**config.mk**
```make
export PLATFORM = sky130hd
export DESIGN_NAME = mem_port_arbiter
export DESIGN_NICKNAME = d
export VERILOG_FILES = /design/src/rtl/mips_mem_pkg.sv /design/src/rtl/arb_pick.sv /design/src/rtl/mem_port_arbiter.sv
export SDC_FILE = /design/constraint.sdc
export NUM_CORES = 1
export LEC_CHECK = 0
export BUFFER_PORTS_ARGS = -buffer_cell sky130_fd_sc_hd__buf_2
export CORE_ASPECT_RATIO = 1.1
export CORE_MARGIN = 2
export CORE_UTILIZATION = 47
export CTS_CLUSTER_DIAMETER = 80
export CTS_CLUSTER_SIZE = 10
export DETAILED_ROUTE_END_ITERATION = 6
export GPL_TIMING_DRIVEN = 0
export PLACE_DENSITY_LB_ADDON = 0.3
export SLEW_MARGIN = 20
export SYNTH_ARGS = -nofsm -noshare
export SYNTH_HDL_FRONTEND = slang
export SYNTH_SLANG_ARGS = --single-unit
```
**constraint.sdc**
```tcl
create_clock -name clk -period 2.4 [get_ports clk]
set_clock_uncertainty 0.1 [all_clocks]
set_input_delay 0.48 -clock clk [delete_from_list [all_inputs] [get_ports clk]]
set_output_delay 0.48 -clock clk [all_outputs]
set_load 0.01 [all_outputs]
```
**src/rtl/mips_mem_pkg.sv**
```systemverilog
// ---------------------------------------------------------------------------
// mips_mem_pkg
// Shared definitions for the unified-memory port arbiter of the multicycle
// MIPS core: arbiter FSM state encodings and master/owner codes.
// No ports (package).
// ---------------------------------------------------------------------------
package mips_mem_pkg;

    // Access sequencing: sample requests, strobe memory, wait out the memory
    // latency, then pulse ready back to the master that won.
    typedef enum logic [1:0] {
        S_IDLE  = 2'd0,
        S_ISSUE = 2'd1,
        S_WAIT  = 2'd2,
        S_DONE  = 2'd3
    } arbState_t;

    // Owner codes as seen on the owner output and the grant of arb_pick.
    localparam logic OWN_CPU = 1'b0;
    localparam logic OWN_DMA = 1'b1;

endpackage

```
**src/rtl/arb_pick.sv**
```systemverilog
// ---------------------------------------------------------------------------
// arb_pick
// Combinational winner select between the CPU and DMA request lines.
//
// Build option: define ARB_ROUND_ROBIN_EN to alternate between masters on
// simultaneous requests (winner is the master not served last). Without it,
// the CPU always wins a tie and the DMA port can be starved, which is fine for
// a boot loader that only runs while the CPU is quiet.
//
// Ports
//   cpu_req_i  in   1  CPU request
//   dma_req_i  in   1  DMA request
//   last_i     in   1  master served by the previous access (OWN_CPU/OWN_DMA)
//   grant_o    out  1  selected master (OWN_CPU/OWN_DMA), meaningful with valid_o
//   valid_o    out  1  at least one request present
// ---------------------------------------------------------------------------
module arb_pick
    import mips_mem_pkg::*;
(
    input  logic cpu_req_i,
    input  logic dma_req_i,
    input  logic last_i,
    output logic grant_o,
    output logic valid_o
);

    assign valid_o = cpu_req_i | dma_req_i;

`ifdef ARB_ROUND_ROBIN_EN
    // Tie goes to whichever master did not get the previous access; a lone
    // requester always wins.
    always_comb begin
        grant_o = OWN_CPU;
        if (cpu_req_i && dma_req_i) begin
            grant_o = (last_i == OWN_CPU) ? OWN_DMA : OWN_CPU;
        end else if (dma_req_i) begin
            grant_o = OWN_DMA;
        end
    end
`else
    // Fixed priority: history is irrelevant here.
    logic unusedLast;
    assign unusedLast = last_i;

    always_comb begin
        grant_o = OWN_CPU;
        if (!cpu_req_i && dma_req_i) begin
            grant_o = OWN_DMA;
        end
    end
`endif

endmodule

```
**src/rtl/mem_port_arbiter.sv**
```systemverilog
// ---------------------------------------------------------------------------
// mem_port_arbiter
// Shares the single unified instruction/data memory of the multicycle MIPS
// core between the CPU (controller-driven fetch/load/store) and a DMA/loader
// port. Accesses are serialised: one access every MEM_LAT+3 cycles, ready
// returned MEM_LAT+2 cycles after the request is accepted in IDLE.
//
// Build option: ARB_ROUND_ROBIN_EN (see arb_pick) selects round-robin
// tie-breaking; default is fixed CPU priority.
//
// Parameters
//   AW       address width
//   DW       data width
//   MEM_LAT  cycles from the mem_en cycle to mem_rdata valid (>= 1)
//
// Ports
//   clk                 in   1   clock, rising edge
//   reset               in   1   asynchronous reset, active low
//   cpu_req/dma_req     in   1   access request, held stable until ready
//   cpu_we/dma_we       in   1   1 = write, 0 = read
//   cpu_addr/dma_addr   in   AW  byte address
//   cpu_wdata/dma_wdata in   DW  write data
//   cpu_rdata/dma_rdata out  DW  read data, held until that master's next read
//   cpu_ready/dma_ready out  1   one-cycle completion pulse
//   mem_en              out  1   memory strobe, one cycle per access
//   mem_we              out  1   memory write enable, only with mem_en
//   mem_addr            out  AW  memory address, 0 while mem_en = 0
//   mem_wdata           out  DW  memory write data, 0 while mem_en = 0
//   mem_rdata           in   DW  memory read data
//   owner               out  1   current/last granted master (0 CPU, 1 DMA)
//   busy                out  1   FSM not in IDLE
// ---------------------------------------------------------------------------
module mem_port_arbiter
    import mips_mem_pkg::*;
#(
    parameter int AW      = 32,
    parameter int DW      = 32,
    parameter int MEM_LAT = 1
) (
    input  logic          clk,
    input  logic          reset,
    input  logic          cpu_req,
    input  logic          cpu_we,
    input  logic [AW-1:0] cpu_addr,
    input  logic [DW-1:0] cpu_wdata,
    output logic [DW-1:0] cpu_rdata,
    output logic          cpu_ready,
    input  logic          dma_req,
    input  logic          dma_we,
    input  logic [AW-1:0] dma_addr,
    input  logic [DW-1:0] dma_wdata,
    output logic [DW-1:0] dma_rdata,
    output logic          dma_ready,
    output logic          mem_en,
    output logic          mem_we,
    output logic [AW-1:0] mem_addr,
    output logic [DW-1:0] mem_wdata,
    input  logic [DW-1:0] mem_rdata,
    output logic          owner,
    output logic          busy
);

    // Counter is loaded with MEM_LAT-1 and only counts down to zero.
    localparam int            CW       = $clog2(MEM_LAT) + 1;
    localparam logic [CW-1:0] CNT_LOAD = CW'(MEM_LAT - 1);

    arbState_t     state_q, state_d;
    logic          owner_q, owner_d;
    logic          lastServed_q, lastServed_d;
    logic          we_q, we_d;
    logic [AW-1:0] addr_q, addr_d;
    logic [DW-1:0] wdata_q, wdata_d;
    logic [DW-1:0] cpuRdata_q, cpuRdata_d;
    logic [DW-1:0] dmaRdata_q, dmaRdata_d;
    logic [CW-1:0] cnt_q, cnt_d;

    logic          grant;
    logic          reqValid;

    arb_pick u_pick (
        .cpu_req_i (cpu_req),
        .dma_req_i (dma_req),
        .last_i    (lastServed_q),
        .grant_o   (grant),
        .valid_o   (reqValid)
    );

    // Next-state logic. Request lines are only looked at in IDLE, so a master
    // changing its request mid-access has no effect until the FSM returns.
    always_comb begin
        state_d      = state_q;
        owner_d      = owner_q;
        lastServed_d = lastServed_q;
        we_d         = we_q;
        addr_d       = addr_q;
        wdata_d      = wdata_q;
        cpuRdata_d   = cpuRdata_q;
        dmaRdata_d   = dmaRdata_q;
        cnt_d        = cnt_q;

        unique case (state_q)
            S_IDLE: begin
                if (reqValid) begin
                    owner_d      = grant;
                    lastServed_d = grant;
                    we_d         = (grant == OWN_DMA) ? dma_we    : cpu_we;
                    addr_d       = (grant == OWN_DMA) ? dma_addr  : cpu_addr;
                    wdata_d      = (grant == OWN_DMA) ? dma_wdata : cpu_wdata;
                    state_d      = S_ISSUE;
                end
            end
            S_ISSUE: begin
                cnt_d   = CNT_LOAD;
                state_d = S_WAIT;
            end
            S_WAIT: begin
                if (cnt_q == '0) begin
                    // Writes leave both read-data registers untouched.
                    if (!we_q) begin
                        if (owner_q == OWN_DMA) begin
                            dmaRdata_d = mem_rdata;
                        end else begin
                            cpuRdata_d = mem_rdata;
                        end
                    end
                    state_d = S_DONE;
                end else begin
                    cnt_d = cnt_q - 1'b1;
                end
            end
            S_DONE: begin
                state_d = S_IDLE;
            end
            default: begin
                state_d = S_IDLE;
            end
        endcase
    end

    // State register. Reset abandons any access in flight without a ready
    // pulse; a write already strobed into memory stays written.
    always_ff @(posedge clk or negedge reset) begin
        if (!reset) begin
            state_q      <= S_IDLE;
            owner_q      <= OWN_CPU;
            lastServed_q <= OWN_DMA;
            we_q         <= 1'b0;
            addr_q       <= '0;
            wdata_q      <= '0;
            cpuRdata_q   <= '0;
            dmaRdata_q   <= '0;
            cnt_q        <= '0;
        end else begin
            state_q      <= state_d;
            owner_q      <= owner_d;
            lastServed_q <= lastServed_d;
            we_q         <= we_d;
            addr_q       <= addr_d;
            wdata_q      <= wdata_d;
            cpuRdata_q   <= cpuRdata_d;
            dmaRdata_q   <= dmaRdata_d;
            cnt_q        <= cnt_d;
        end
    end

    // Outputs decode straight from the state register so that reset clears
    // them in the same cycle it is asserted.
    assign mem_en    = (state_q == S_ISSUE);
    assign mem_we    = mem_en & we_q;
    assign mem_addr  = mem_en ? addr_q  : '0;
    assign mem_wdata = mem_en ? wdata_q : '0;

    assign cpu_ready = (state_q == S_DONE) && (owner_q == OWN_CPU);
    assign dma_ready = (state_q == S_DONE) && (owner_q == OWN_DMA);
    assign cpu_rdata = cpuRdata_q;
    assign dma_rdata = dmaRdata_q;

    assign owner = owner_q;
    assign busy  = (state_q != S_IDLE);

endmodule

```
==> results of run 1 <==
## worst min path at each step
stage | slack, ps | startpoint | to
floorplan | 80 | reset | addr_q[0]
global placement | 360 | cpu_rdata[22] | cpu_rdata[22]
detailed placement | 340 | reset | cpu_rdata[5]
CTS | 160 | cpu_addr[29] | addr_q[29]
global route | 170 | cpu_wdata[7] | wdata_q[7]
finish | 180 | cpu_addr[23] | addr_q[23]
## power by group through the flow
stage | clock network, W | registers [W] | logic, W
floorplan | 0 | 0.00427 | 0.00297
finish | 0.00278 | 0.00413 | 0.00518
detailed placement | 0 | 0.00412 | 0.00511
global placement | 0 | 0.00409 | 0.00499
CTS | 0.00282 | 0.00412 | 0.00520
global route | 0.00292 | 0.00429 | 0.00571
## cell type report
cell class	instances	area [um^2]
inverter	3	13.8
buffer	47	293
tap	161	201
multi-input combinational	404	2810
fill	1079	4390
sequential	132	3300
clock buffer	18	439
timing repair buffer	303	1560
clock inverter	14	199
## cells by family (layout without fill, tap and decap cells)
family | Yosys count | after routing | share of synthesized area [%]
AOI/OAI and AO/OA | 131 | 131 | 15.9
adders and majority gates | 5 | 5 | 0.981
buffers and inverters | 51 | 385 | 4.20
DFF | 132 | 132 | 51.8
muxes | 66 | 66 | 11.6
and+or+nand+nor | 202 | 202 | 15.6
## cell usage in the layout, fill, tap and decap left out, types with 5 or more instances in the layout
cell type  count
clkbuf_1      15
nand2b_1      11
a22oi_1       49
a2bb2oi_1     49
buf_4          8
clkbuf_16     17
o22ai_1       22
nor2_1        18
mux2_2        63
buf_2        313
dfrtp_1      132
buf_6          7
nand2_1      100
a21oi_1        5
and2_1        66
## flip-flops by register name, indices dropped and copies added (netlist names)
signal     cells
owner          1
wdata_q       32
we_q           1
dma_rdata     32
addr_q        32
cpu_rdata     32
state_q        2
## metrics by stage
stage               TNS, ps  setup slack [ps]  area (um^2)
finish                    0              85.0         8820
global route          -16.7             -10.6         8820
CTS                   -66.6             -19.1         8800
detailed placement    -2330             -93.5         8120
global placement    -142300             -1080         8080
floorplan                 0               476         6380
## routing by layer
layer | vias to the layer above | wire length (um) | global-route usage, %
met4 | 0 | 529 | 9.99
met1 | 2793 | 7420 | 30.7
met5 | - | 0 | 0
li1 | 2722 | - | -
met3 | 42 | 1520 | 7.75
met2 | 279 | 9260 | 44.2
## critical path, cell delays in order, from the launching register on
cell,delay [ps]
dfrtp_1,410
inv_2,90
ha_2,190
clkbuf_8,180
buf_4,170
and2_1,140
buf_2,140
## what timing repair did
action | 4_1_cts | 5_1_grt
hold buffers | 1 | 0
endpoints found under the setup margin | 66 | 50
resized for setup | 17 | 6
hold endpoints to repair | 58 | 0
buffers inserted | 0 | 2
pin swaps | 0 | 0
==> metrics, run 1 <==
outcome=finished, final reports clean; first-pass GRT wire length=29.3 mm; kind of critical path=reg -> out; Core ar.=0.0132 mm^2; Yosys top cell by area=dfrtp_1; fin crit share=96.5%; Die Width=115 um; critical path endpoint category=primary output; drt pass-1 iters=5; grt total ovfl=0; share of layout cells above drive strength 1=47.3%; critical path fanouts, max=10; average cell area after synthesis=10.9 um^2; total routing usage reported by global routing=25.9%; Post-synth EDFFs=0; Max Freq=0.432 GHz; Async S/R FF share, synth=100%; CTS tree=built; clock buffer depth=2; reg2reg setup slack=480 ps; DRC=0; Via Count=5836; Max VDD drop=0.788 mV; Clock power frac=23.0%; most frequent cells after synthesis=dfrtp_1, nand2_1, and2_1; hold depth=3; pin count of the biggest net entering global routing=75; Netlist cell types=30; endpoint of the most critical setup path=mem_wdata[18]; Fin. Hold Viols=0; Leak=4.42 nW; PwrDens=1370 mW/mm^2; startpoint of the worst register-to-register path=state_q[0]; Std-Cell Rows=44; Synth top area share=51.8%; Fin Hold WS=179 ps; vias in the first global route=5828; Total Wirelength=18.7 mm; measured slew at the worst slew-check pin=552 ps; Sink Count=132; die area=0.0145 mm^2; most frequent cell after synthesis=dfrtp_1; MaxCap Viol Count=0; commonest register cell after synthesis=dfrtp_1; CTS clock-pin slew for the worst setup and hold paths=60 ps; synth top area cells=dfrtp_1, mux2_2, a2bb2oi_1; Final min period=2310 ps; wire per inst=17.3 um; Synth Register Bits=132; CTS Buf Count=17; Worst EP required=1820 ps; Gate Count Post-Synth=587; Worst Setup Start Kind=flop; Antenna Cells=0; combinational share of power=42.9%; Nets=1079; Post-Syn Nets=758; fin util=66.8%; NetSw=0.00442 W; crit path from=state_q[1]; antenna violations before repair=0; initial drt markers=211; synthesized area=0.00638 mm^2; H-tree Lvls=4; Vias/cell=5.39; Ys Warns=0; Synth-to-Final Area Change=38.2%; Hold WC Path Type=in -> reg; Clock Latency Late Sink=410 ps; starting density of the core=48.3%; Sw Share=36.5%; sequential-to-total area share from yosys stat=51.8%; Crit Reg-Reg Endpoint=cpu_rdata[20]; DIE HEIGHT=126 um; port bufs=299; CP Data Arrival Time=1730 ps; Inst Count DP=1048; sequential share of power=34.1%; fin. max-slew vios=0; Final Instance Count excl. Fillers=1082; total power=0.0121 W; Int Pwr=0.00767 W; Post-DP HPWL=13.7 mm; CTS root buffer=clkbuf_16; setup violators final=0; IO Pins=300; post-route ant nets=0; Final GP Congestion=0.835; R2R cell count=5; relative slew slack=63.1%
No activity file was read; power rests on OpenSTA's default activity.
==> inputs of run 2 (changes only) <==
--- a/config.mk
+++ b/config.mk
@@ -13,7 +13,8 @@
 export CTS_CLUSTER_SIZE = 10
 export DETAILED_ROUTE_END_ITERATION = 6
 export GPL_TIMING_DRIVEN = 0
-export PLACE_DENSITY_LB_ADDON = 0.3
+export PLACE_DENSITY = 0.81
+export RECOVER_POWER = 25
 export SLEW_MARGIN = 20
 export SYNTH_ARGS = -nofsm -noshare
 export SYNTH_HDL_FRONTEND = slang
==> run 2 against run 1 <==
Effect of this change:
- the flow now finishes with violations (max-capacitance violations, max-slew violations)
- register-to-register slack got worse by 90 ps
- global-route usage increased by 0.40 points
- sequential share of layout area increased by 0.13 points
- hold slack got worse by 1.9 ps
- via count increased by 1.1%
- critical path depth unchanged
- largest power group unchanged
- core utilization decreased by 0.24 points
==> metrics, run 2 (synthesized netlist as in run 1, its figures left out) <==
outcome=complete, but fails checks; failing checks=max-capacitance violations, max-slew violations; Hold WC Path Type=in -> reg; MaxCap Viol Count=1 (+1); R2R cell count=5 (unchanged); total negative slack=0 ps (unchanged); FILL cells=1075 (-0.37%); clock buffer depth=2 (unchanged); Max VDD drop=0.579 mV (-26%); Die Width=115 um (unchanged); CTS tree=built; first-pass GRT wire length=29.8 mm (+1.8%); H-tree Lvls=4 (unchanged); Fin. Hold Viols=0 (unchanged); Worst EP required=1820 ps (about the same); RSZ-0062 raised after global routing=false; design area=0.00879 mm^2 (-0.35%); starting density of the core=48.3% (unchanged); startpoint of the worst register-to-register path=state_q[0]; HP Start=cpu_wdata[5]; Final min period=2320 ps (+1.96 ps); Final GP Congestion=0.867 (+3.9%); Leak=4.37 nW (-1.0%); CTS root buffer=clkbuf_16; hold depth=3 (unchanged); critical path fanouts, max=10 (unchanged); Clock Latency Late Sink=410 ps (about the same); pin count of the biggest net entering global routing=68 (-9.3%); relative slew slack=-4.08% (-67 points); Sink Count=132 (unchanged); vias in the first global route=5852 (+0.41%); Worst Setup Start Kind=flop; commonest non-fill, non-tap cell in the layout=buf_2; Antenna Cells=0 (unchanged); Crit Reg-Reg Endpoint=cpu_rdata[19]; critical path endpoint category=primary output; setup violators final=0 (unchanged); Core ar.=0.0132 mm^2 (unchanged); PwrDens=1380 mW/mm^2 (+0.57%); Post-DP HPWL=14.0 mm (+2.3%); Std-Cell Rows=44 (unchanged); fin crit share=96.5% (about the same); measured slew at the worst slew-check pin=1560 ps (+1010 ps); reg2reg setup slack=390 ps (-90 ps); commonest cells after routing, fill and taps aside=buf_2, dfrtp_1, nand2_1, and2_1, mux2_2; Hold Path Sink=wdata_q[5]; post-route worst setup slack=83.0 ps (-1.96 ps); drt pass-1 iters=7 (+2); DIE HEIGHT=126 um (unchanged); die area=0.0145 mm^2 (unchanged); Synth-to-Final Area Change=37.8%; Nets=1078 (-0.093%); Inst Count DP=1048 (unchanged); worst slack, placed=41.7 ps (+135 ps); share of layout cells above drive strength 1=46.2% (-1.1 points); CTS clock-pin slew for the worst setup and hold paths=60 ps (about the same); initial drt markers=384 (+82%); CTS Buf Count=17 (unchanged); Final Instance Count excl. Fillers=1081 (-0.092%); wire per inst=17.8 um (+2.7%); Fin Hold WS=177 ps (-1.94 ps); CP Data Arrival Time=1740 ps (about the same); kind of critical path=reg -> out; grt total ovfl=0 (unchanged); total routing usage reported by global routing=26.4% (+0.40 points); antenna violations before repair=0 (unchanged); placed instance area=0.00812 mm^2 (unchanged); Vias/cell=5.46 (+1.2%); Via Count=5902 (+1.1%); post-route ant nets=0 (unchanged); DRC=0 (unchanged); port bufs=299 (unchanged); fin. max-slew vios=66 (+66); Max Freq=0.432 GHz (about the same); Total Wirelength=19.2 mm (+2.6%); IO Pins=300 (unchanged)
run 2: cell count changes in the layout (fill, tap and decap cells not counted), sizes merged:
cell      before  now
clkinvlp       1    3
clkinv         6    4
buf          330  319
clkbuf        37   47
run 2: report_power, final:
group / internal (W) / total, W / switching, W / leakage, nW
Sequential: 0.00340 / 0.00416 / 0.000755 / 1.54
Combinational: 0.00245 / 0.00517 / 0.00271 / 2.53
Clock: 0.00178 / 0.00279 / 0.00101 / 0.304
Total: 0.00763 / 0.0121 / 0.00448 / 4.37
run 2: final cells by class:
class / count / area, um^2 / area share [%]
inverter: 3 / 13.8 / 0.157
clock buffer: 18 / 439 / 5.00
buffer: 47 / 290 / 3.30
timing repair buffer: 302 / 1530 / 17.4
multi-input combinational: 404 / 2810 / 32.0
clock inverter: 14 / 200 / 2.28
tap: 161 / 201 / 2.29
sequential: 132 / 3300 / 37.6
run 2: worst max-delay path by stage:
stage | startpoint | to | slack, ps | cells after the start
6_report | state_q[1] | mem_addr[31] | 80 | 6
5_1_grt | state_q[1] | mem_wdata[2] | 7 | 6
4_1_cts | state_q[1] | mem_addr[27] | -10 | 6
3_5_place_dp | state_q[1] | mem_addr[15] | 40 | 6
3_3_place_gp | reset | addr_q[18] | -1040 | 1
2_1_floorplan | state_q[1] | mem_addr[13] | 480 | 5
run 2: stage by stage:
step / util (%) / power, W
6_report: 66.5 / 0.0121
5_1_grt: 66.5 / 0.0129
4_1_cts: 66.6 / 0.0122
3_5_place_dp: 61.4 / 0.00927
3_3_place_gp: 61.1 / 0.00907
2_1_floorplan: - / 0.00724
run 2: what timing repair did:
action / in CTS / in global routing
hold buffers: 1 / 0
gates resized for setup: 16 / 7
hold endpoints to repair: 65 / 0
setup endpoints to repair: 66 / 50
setup buffers: 0 / 1
run 2: critical path, cell delays in order (launching register included):
cell      delay [ps]
dfrtp_1          400
inv_2             80
ha_2             200
clkbuf_8         180
clkbuf_4         200
and2_1           140
buf_2            130
run 2: layer usage:
metal	global-route usage, %	up-vias	routed length, um
met5	0	-	0
met4	10.2	0	533
met3	8.04	40	1600
met2	45.5	286	9720
met1	30.4	2849	7370
li1	-	2727	-
==> inputs of run 3 (changes only) <==
--- a/config.mk
+++ b/config.mk
@@ -7,12 +7,13 @@
 export LEC_CHECK = 0
 export BUFFER_PORTS_ARGS = -buffer_cell sky130_fd_sc_hd__buf_2
 export CORE_ASPECT_RATIO = 1.1
-export CORE_MARGIN = 2
+export CORE_MARGIN = 8
 export CORE_UTILIZATION = 47
 export CTS_CLUSTER_DIAMETER = 80
 export CTS_CLUSTER_SIZE = 10
 export DETAILED_ROUTE_END_ITERATION = 6
 export GPL_TIMING_DRIVEN = 0
+export MAX_ROUTING_LAYER = met4
 export PLACE_DENSITY = 0.81
 export RECOVER_POWER = 25
 export SLEW_MARGIN = 20
==> run 3 against run 2 <==
Effect of this change:
- the flow now finishes without violations
- cell area down 1.8%
- sequential share of layout area grew 0.69 points
- critical path depth stayed put
- cell count stayed put
- worst setup slack better by 19 ps
- largest cell class unchanged
==> metrics, run 3 (synthesized netlist as in run 1, its figures left out) <==
outcome=finished, final reports clean; DIE HEIGHT=138 um (+9.5%); Vias/cell=5.39 (-1.3%); wire per inst=18.6 um (+4.7%); Leak=4.27 nW (-2.5%); Worst Setup Start Kind=flop; HP Start=cpu_addr[21]; commonest non-fill, non-tap cell in the layout=buf_2; measured slew at the worst slew-check pin=943 ps (-618 ps); Sink Count=132 (unchanged); CTS Buf Count=17 (unchanged); Max Freq=0.435 GHz (+0.83%); critical path endpoint category=primary output; CP Data Arrival Time=1720 ps (-20 ps); total routing usage reported by global routing=23.1% (-3.2 points); RSZ-0062 raised after global routing=false; DRC=0 (unchanged); Nets=1077 (-0.093%); startpoint of the worst register-to-register path=state_q[0]; Hold WC Path Type=in -> reg; IO Pins=300 (unchanged); initial drt markers=263 (-32%); postcts setup bufs=0 (unchanged); worst slack, placed=-28.8 ps (-70.5 ps); share of layout cells above drive strength 1=44.2% (-2.0 points); kind of critical path=reg -> out; Final Instance Count excl. Fillers=1081 (unchanged); grt total ovfl=0 (unchanged); Post-DP HPWL=15.4 mm (+9.9%); CTS tree=built; antenna violations before repair=2 (+2); clock buffer depth=2 (unchanged); Max VDD drop=0.510 mV (-12%); Std-Cell Rows=44 (unchanged); drt pass-1 iters=5 (-2); H-tree Lvls=4 (unchanged); Fin. Hold Viols=0 (unchanged); CTS clock-pin slew for the worst setup and hold paths=60 ps (about the same); Worst EP required=1820 ps (about the same); relative slew slack=37.1% (+41 points); register area=0.00330 mm^2 (unchanged); critical path fanouts, max=10 (unchanged); fin util=65.3% (-1.2 points); Synth-to-Final Area Change=35.3%; FILL cells=1115 (+3.7%); PwrDens=1330 mW/mm^2 (-3.3%); Total Wirelength=20.1 mm (+4.7%); Die Width=127 um (+10%); vias in the first global route=6084 (+4.0%); commonest cells after routing, fill and taps aside=buf_2, dfrtp_1, nand2_1, and2_1, mux2_2; Core ar.=0.0132 mm^2 (unchanged); first-pass GRT wire length=31.7 mm (+6.1%); Final GP Congestion=0.858 (-1.0%); MaxCap Viol Count=0 (-1); Via Count=5826 (-1.3%); fin crit share=95.7% (-0.79 points); Final min period=2300 ps (-19.0 ps); Inst Count DP=1048 (unchanged); CTS root buffer=clkbuf_16; fin. max-slew vios=0 (-100%); port bufs=299 (unchanged); Fin Hold WS=189 ps (+11.7 ps); post-route worst setup slack=102 ps (+19.0 ps); Clock Latency Late Sink=390 ps (-20 ps); setup violators final=0 (unchanged); pin count of the biggest net entering global routing=70 (+2.9%); crit path from=state_q[1]; die area=0.0176 mm^2 (+21%); Multi-input gate area=0.00282 mm^2 (+0.36%); starting density of the core=48.3% (unchanged); total negative slack=0 ps (unchanged); post-route ant nets=0 (unchanged)
-- run 3: changes by cell type in the layout (fill, tap and decap cells not counted), sizes merged --
cell,change
buf,-21
bufinv,-4
clkbuf,+20
clkinv,+5
diode,+2
inv,-2
-- run 3: report_power, final --
part,internal [W],leakage (nW),total (W),switching [W]
Combinational,0.00239,2.47,0.00512,0.00273
Sequential,0.00340,1.54,0.00414,0.000732
Clock,0.00131,0.251,0.00225,0.000939
Total,0.00710,4.27,0.0115,0.00440
-- run 3: path summary, 6_finish.rpt --
check,end,slack [ps],depth (start not counted)
setup / recovery,mem_addr[31],100,6
hold / removal,addr_q[21],190,3
setup reg to reg,addr_q[0],430,7
hold reg to reg,cpu_rdata[30],390,1
max in group asynchronous,addr_q[1],410,3
min in group asynchronous,cpu_rdata[17],680,2
-- run 3: timing repair --
item	CTS	global route
gates resized for setup	13	8
endpoints found under the hold margin	68	0
setup endpoints to repair	60	57
pin swaps	0	0
hold buffers	1	0
-- run 3: cell type report --
class	count	area share, %
Clock buffer	18	4.97
Timing Repair Buffer	301	17.2
Tap cell	161	2.33
Antenna cell	2	0.0580
Buffer	47	3.25
Clock inverter	13	1.01
Sequential cell	132	38.3
Multi-Input combinational cell	404	32.7
Inverter	3	0.159
-- run 3: metal layers --
layer | share of wire (%) | track usage, %
met1 | 40 | 26.4
met2 | 48 | 36.1
met3 | 9.8 | 8.31
met4 | 2.8 | 9.97
met5 | 0 | -
-- run 3: metrics by stage --
step	cell area (um^2)	total power, W
finish	8630	0.0115
global route	8630	0.0124
CTS	8670	0.0117
detailed placement	8120	0.00931
global placement	8080	0.00914
floorplan	6380	0.00724
-- run 3: worst max-delay path, cell delays in order, from the launching register on --
cell	delay (ps)
dfrtp_1	410
inv_2	100
ha_4	150
clkbuf_8	160
buf_2	200
and2_1	160
buf_2	130
